$ cat config.mk
export PLATFORM = sky130hd
export DESIGN_NAME = interrupt_sequencer
export DESIGN_NICKNAME = d
export VERILOG_FILES = /design/src/rtl/interrupt_sequencer.sv
export SDC_FILE = /design/constraint.sdc
export NUM_CORES = 1
export LEC_CHECK = 0
export CORE_AREA = 2 2 76 78
export CTS_CLUSTER_DIAMETER = 120
export CTS_CLUSTER_SIZE = 20
export DETAILED_ROUTE_END_ITERATION = 8
export DIE_AREA = 0 0 78 80
export PLACE_DENSITY = 0.85
export SLEW_MARGIN = 0
export SYNTH_ARGS = -nofsm -noshare
export SYNTH_HDL_FRONTEND = slang
export SYNTH_SLANG_ARGS = --single-unit
export TNS_END_PERCENT = 30
$ cat constraint.sdc
create_clock -name clk -period 1.8 [get_ports clk]
set_clock_uncertainty 0.1 [all_clocks]
set_input_delay 0.27 -clock clk [delete_from_list [all_inputs] [get_ports clk]]
set_output_delay 0.27 -clock clk [all_outputs]
set_load 0.02 [all_outputs]
$ cat src/rtl/interrupt_sequencer.sv
// Purpose: latch external IRQ lines, pick the lowest-index enabled one and hand it to the pipeline at a safe point.
// Latency: interrupt pulses 2 cycles after an unmasked irq_i rises on an idle, unstalled pipeline.
// Backpressure: stall_pipl / branch_hazard / mret_type defer the take; no new take until the handler's MRET retires.
//
// Ports:
//   clk, reset            core clock, synchronous active-high reset
//   irq_i, irq_mask_i     raw level requests and per-line enables
//   global_ie_i           global interrupt enable
//   stall_pipl, load_hazard, branch_hazard, mret_type   pipeline status
//   epc_i                 PC of the oldest non-flushed instruction
//   interrupt, mepc_we_o  one-cycle take pulse and mepc write strobe
//   irq_cause_o, mepc_o   taken line index and captured EPC
//   irq_ack_o             one-hot source clear for the taken line
//   in_handler_o          high while the handler runs
module interrupt_sequencer #(
    parameter int NUM_IRQ = 8,
    parameter int CAUSE_W = 5,
    parameter int XLEN    = 32
) (
    input  logic               clk,
    input  logic               reset,
    input  logic [NUM_IRQ-1:0] irq_i,
    input  logic [NUM_IRQ-1:0] irq_mask_i,
    input  logic               global_ie_i,
    input  logic               stall_pipl,
    input  logic               load_hazard,
    input  logic               branch_hazard,
    input  logic               mret_type,
    input  logic [XLEN-1:0]    epc_i,
    output logic               interrupt,
    output logic [CAUSE_W-1:0] irq_cause_o,
    output logic               mepc_we_o,
    output logic [XLEN-1:0]    mepc_o,
    output logic [NUM_IRQ-1:0] irq_ack_o,
    output logic               in_handler_o
);

    localparam logic [1:0] IDLE       = 2'd0;
    localparam logic [1:0] WAIT_SAFE  = 2'd1;
    localparam logic [1:0] TAKE       = 2'd2;
    localparam logic [1:0] IN_HANDLER = 2'd3;

    logic [1:0]         state_q;
    logic [1:0]         state_d;
    logic [NUM_IRQ-1:0] pending_q;
    logic [CAUSE_W-1:0] cause_q;
    logic [XLEN-1:0]    mepc_q;

    logic [NUM_IRQ-1:0] eligible;
    logic [CAUSE_W-1:0] winner;
    logic               safe;
    logic               load_take;
    logic               take_fire;
    logic [NUM_IRQ-1:0] ack_vec;

    // The pipeline controller's interrupt clear already overrides a load-use
    // bubble, so load_hazard never needs to hold off a take.
    logic unused_load_hazard;
    assign unused_load_hazard = load_hazard;

    assign safe     = ~stall_pipl & ~branch_hazard & ~mret_type;
    assign eligible = pending_q & irq_mask_i & {NUM_IRQ{global_ie_i}};

    // Lowest index wins: scan from the top so the lowest set bit is written last.
    always_comb begin
        winner = '0;
        for (int i = NUM_IRQ - 1; i >= 0; i--) begin
            if (eligible[i]) begin
                winner = CAUSE_W'(i);
            end
        end
    end

    // Decision taken in IDLE or WAIT_SAFE; cause and EPC are frozen here.
    assign load_take = ((state_q == IDLE) || (state_q == WAIT_SAFE)) &&
                       (eligible != '0) && safe;

    // The take is registered, but still qualified by the live safe term so a
    // stall arriving on the TAKE cycle cancels the whole take (pulse, strobe
    // and ack together) instead of letting a partial take through.
    assign take_fire = (state_q == TAKE) && safe;
    assign ack_vec   = take_fire ? (NUM_IRQ'(1) << cause_q) : '0;

    always_comb begin
        state_d = state_q;
        case (state_q)
            IDLE, WAIT_SAFE: begin
                if (eligible == '0) begin
                    state_d = IDLE;
                end else if (safe) begin
                    state_d = TAKE;
                end else begin
                    state_d = WAIT_SAFE;
                end
            end
            TAKE: begin
                state_d = safe ? IN_HANDLER : WAIT_SAFE;
            end
            IN_HANDLER: begin
                // A stalled MRET has not retired yet; wait for the unstalled cycle.
                if (mret_type && !stall_pipl) begin
                    state_d = IDLE;
                end
            end
            default: state_d = IDLE;
        endcase
    end

    always_ff @(posedge clk) begin
        if (reset) begin
            state_q   <= IDLE;
            pending_q <= '0;
            cause_q   <= '0;
            mepc_q    <= '0;
        end else begin
            state_q   <= state_d;
            // Clear beats set; a line still held high re-latches next cycle.
            pending_q <= (pending_q | irq_i) & ~ack_vec;
            if (load_take) begin
                cause_q <= winner;
                mepc_q  <= epc_i;
            end
        end
    end

    assign interrupt    = take_fire;
    assign mepc_we_o    = take_fire;
    assign irq_ack_o    = ack_vec;
    assign irq_cause_o  = cause_q;
    assign mepc_o       = mepc_q;
    assign in_handler_o = (state_q == IN_HANDLER);

endmodule

==> summary.md <==
| Metric | Value |
|---|---|
| Largest net degree at the start of global routing | 37 |
| Dpl hpwl | 4350 um |
| PortBufs | 99 |
| Core area | 5410 um^2 |
| Hold WC Path Type | input pin to register |
| Max IR drop VDD | 0.387 mV |
| Post-Route WL | 6150 um |
| Place WS | -1.05 ns |
| Synthesized area | 2130 um^2 |
| Chip height | 80 um |
| Post-route setup slack | -0.227 ns |
| Drt first pass iters | 4 |
| Number of CTS-inserted buffers | 5 |
| Io pins | 103 |
| Max Cap Viol | 0 |
| Global-route wire length before repair | 9520 um |
| Outcome | finished, violations left |
| Final Non-Filler Cells | 424 |
| Total GRT Usage | 19.0% |
| Post-synth EDFFs | 0 |
| CTS tree | built |
| CP Class | input pin to output pin |
| Total grt overflow | 0 |
| Fin. max-slew vios | 0 |
| Number of global-route vias before repair | 2116 |
| Chip Width | 78 um |
| Clock root cell | clkbuf_8 |
| Slowest-stage cell, CP | or3_4 |
| RSZ-0062 raised after global routing | yes |
| CTS Hold Bufs | 0 |
| # fillers | 437 |
| Routed length per placed instance | 14.5 um |
| Mean Syn Cell Area | 9.15 um^2 |
| Critical Path RT | 1.43 ns |
| Fin crit period | roughly 2 ns |
| Dpl cells | 408 |
| Worst path bufs/invs | 3 |
| Most frequent CP cell | buf_6 |
| FF/Latch Area | approximately 900 um^2 |
| Sinks on Clock Net | 45 |
| Initial DRC Count | 81 |
| Drt via density | 5.12 |
| Global placement routability congestion | 0.758 |
| H-tree depth | 2 |
| Share of layout cells above drive strength 1 | 28.1% |
| YS warnings | 0 |
| CP startpoint kind | input pin |
| Failing checks | setup timing |
| DIE AREA | approximately 6200 um^2 |
| Crit path max-delay family | simple AND/OR/NAND/NOR gates |
| Number of diodes | 0 |
| Crit-path max FO | 5 |
| Worst hold margin | 0.279 ns |
| # rows | 27 |
| Drt drc | 0 |
| Async S/R FF share, synth | 0% |
| Sequential-to-total area share from yosys stat | 42.3% |
| Synth Flop Type | dfxtp_1 |
| Vias | 2172 |
| CP peak stage delay | 0.40 ns |
| Pwr/cell area | 578 nW/um^2 |
| Final setup viols | 9 |
| Multi-input gate area | approximately 1200 um^2 |
| Initial core utilization | 39.4% |
| Fin crit share | 113% |
| Endpoint type of the worst setup path | output pin |
| Layout area overhead | 65.7% |
| Crit-path cells | buf_6 -> or3_4 -> nor3b_4 -> buf_6 -> nor3b_2 -> buf_4 |
| Worst-path clk slew | ~0.09 ns |
| Clk_lat worst skew | 0.30 ns |
| Fmax | between 0.4 and 0.5 GHz |
| Final Hold Viols | 0 |
| #FFs+latches synth | 45 |
| Antenna-violating nets left | 0 |
| WP data arrival | 1.66 ns |
| Initial antenna violation count | 0 |
| Leakage | 1.34 nW |
| Clock Path Buffers | 2 |
| Unique masters post-synth | 33 |
| Gate count of the mapped netlist | between 200 and 250 |
| Final-stage net count | approximately 410 |
==> placed cells by master (no fill, tap or decap), drive strengths merged, types with 3 or more instances in the layout <==
cell type and instances:
clkdlybuf4s50 82, buf 46, dfxtp 45, a21oi 35, nand3 29, a21bo 28, nand2 12, nor2 10
clkbuf 7, dlygate4sd2 5, a31o 4, a211oi 4, nor3b 4, a22oi 4, nor2b 4, and2 4
o21ai 3, and3 3, nand4 3, nor3 3
==> metrics by stage <==
stage          TNS (ns)  cell area, um^2  total power [mW]  util [%]
3_5_place_dp     -28.06             3320              1.44      61.4
2_1_floorplan    -0.763             2180              1.25         -
5_1_grt           -1.90             3530              2.13      65.3
6_report          -1.59             3530              2.04      65.3
4_1_cts           -1.12             3470              2.05      64.1
3_3_place_gp     -25.85             3320              1.43      61.4
==> state kept, by name, summed over array words and instances (netlist names) <==
register and count:
pending_q 8, irq_cause_o 3, mepc_o 32, state_q 2
==> layer usage <==
metal | part of all wire (%) | GRT usage [%]
met5 | 0 | 0
met4 | 1.4 | 7.54
met3 | 8.0 | 6.00
met2 | 50 | 33.7
met1 | 41 | 21.3
==> Yosys cell counts, types with 5 or more instances <==
cell      number  area (um^2)
dfxtp_1       45          901
a21oi_1       35          175
nand3_1       29          145
a21bo_2       24          240
nand2_1       12         45.0
nor2_1        10         37.5
buf_4          9         67.6
clkbuf_1       9         33.8
buf_6          5         56.3
==> repair_timing <==
item / CTS / global route
setup endpoints to repair: 52 / 40
pin swaps: 6 / 5
buffers inserted: 4 / 4
gates resized for setup: 76 / 13
==> worst register-to-register path: cells and delay by family, from the launching register on <==
kind,cells,cell delay [ns]
buffers and inverters,3,0.45
AO/OA/AOI/OAI,1,0.23
AND/OR/NAND/NOR,2,0.41
flip-flops,1,0.35
==> layout make-up <==
type | count | share of cell area (%)
Multi-Input combinational cell | 165 | 33.3
Tap cell | 72 | 2.55
Timing Repair Buffer | 133 | 36.0
Clock buffer | 7 | 2.16
Clock inverter | 1 | 0.213
Sequential cell | 45 | 25.6
Inverter | 1 | 0.106
==> cells by family (layout without fill, tap and decap cells) <==
family / after synthesis / count (layout) / share of synthesized area (%)
other cells: 1 / 2 / 0.176
buf+inv: 24 / 142 / 7.57
simple gates: 75 / 75 / 19.1
mux: 1 / 1 / 0.704
compound gates: 87 / 87 / 30.2
flops: 45 / 45 / 42.3
==> final timing paths <==
kind | end | depth (start not counted) | slack, ns | from
setup / recovery | irq_ack_o[2] | 6 | -0.23 | stall_pipl
hold / removal | state_q[1]$_SDFFE_PP0P_ | 4 | 0.28 | branch_hazard
setup reg to reg | pending_q[5]$_SDFF_PP0_ | 6 | 0.15 | state_q[1]$_SDFFE_PP0P_
hold reg to reg | pending_q[2]$_SDFF_PP0_ | 2 | 0.45 | pending_q[2]$_SDFF_PP0_
==> power breakdown <==
| group | internal, mW | switching (mW) |
|---|---|---|
| combinational | 0.208 | 0.170 |
| clock | 0.275 | 0.335 |
| sequential | 1.02 | 0.0271 |
Note: power is estimated with default switching activity, not from simulation.
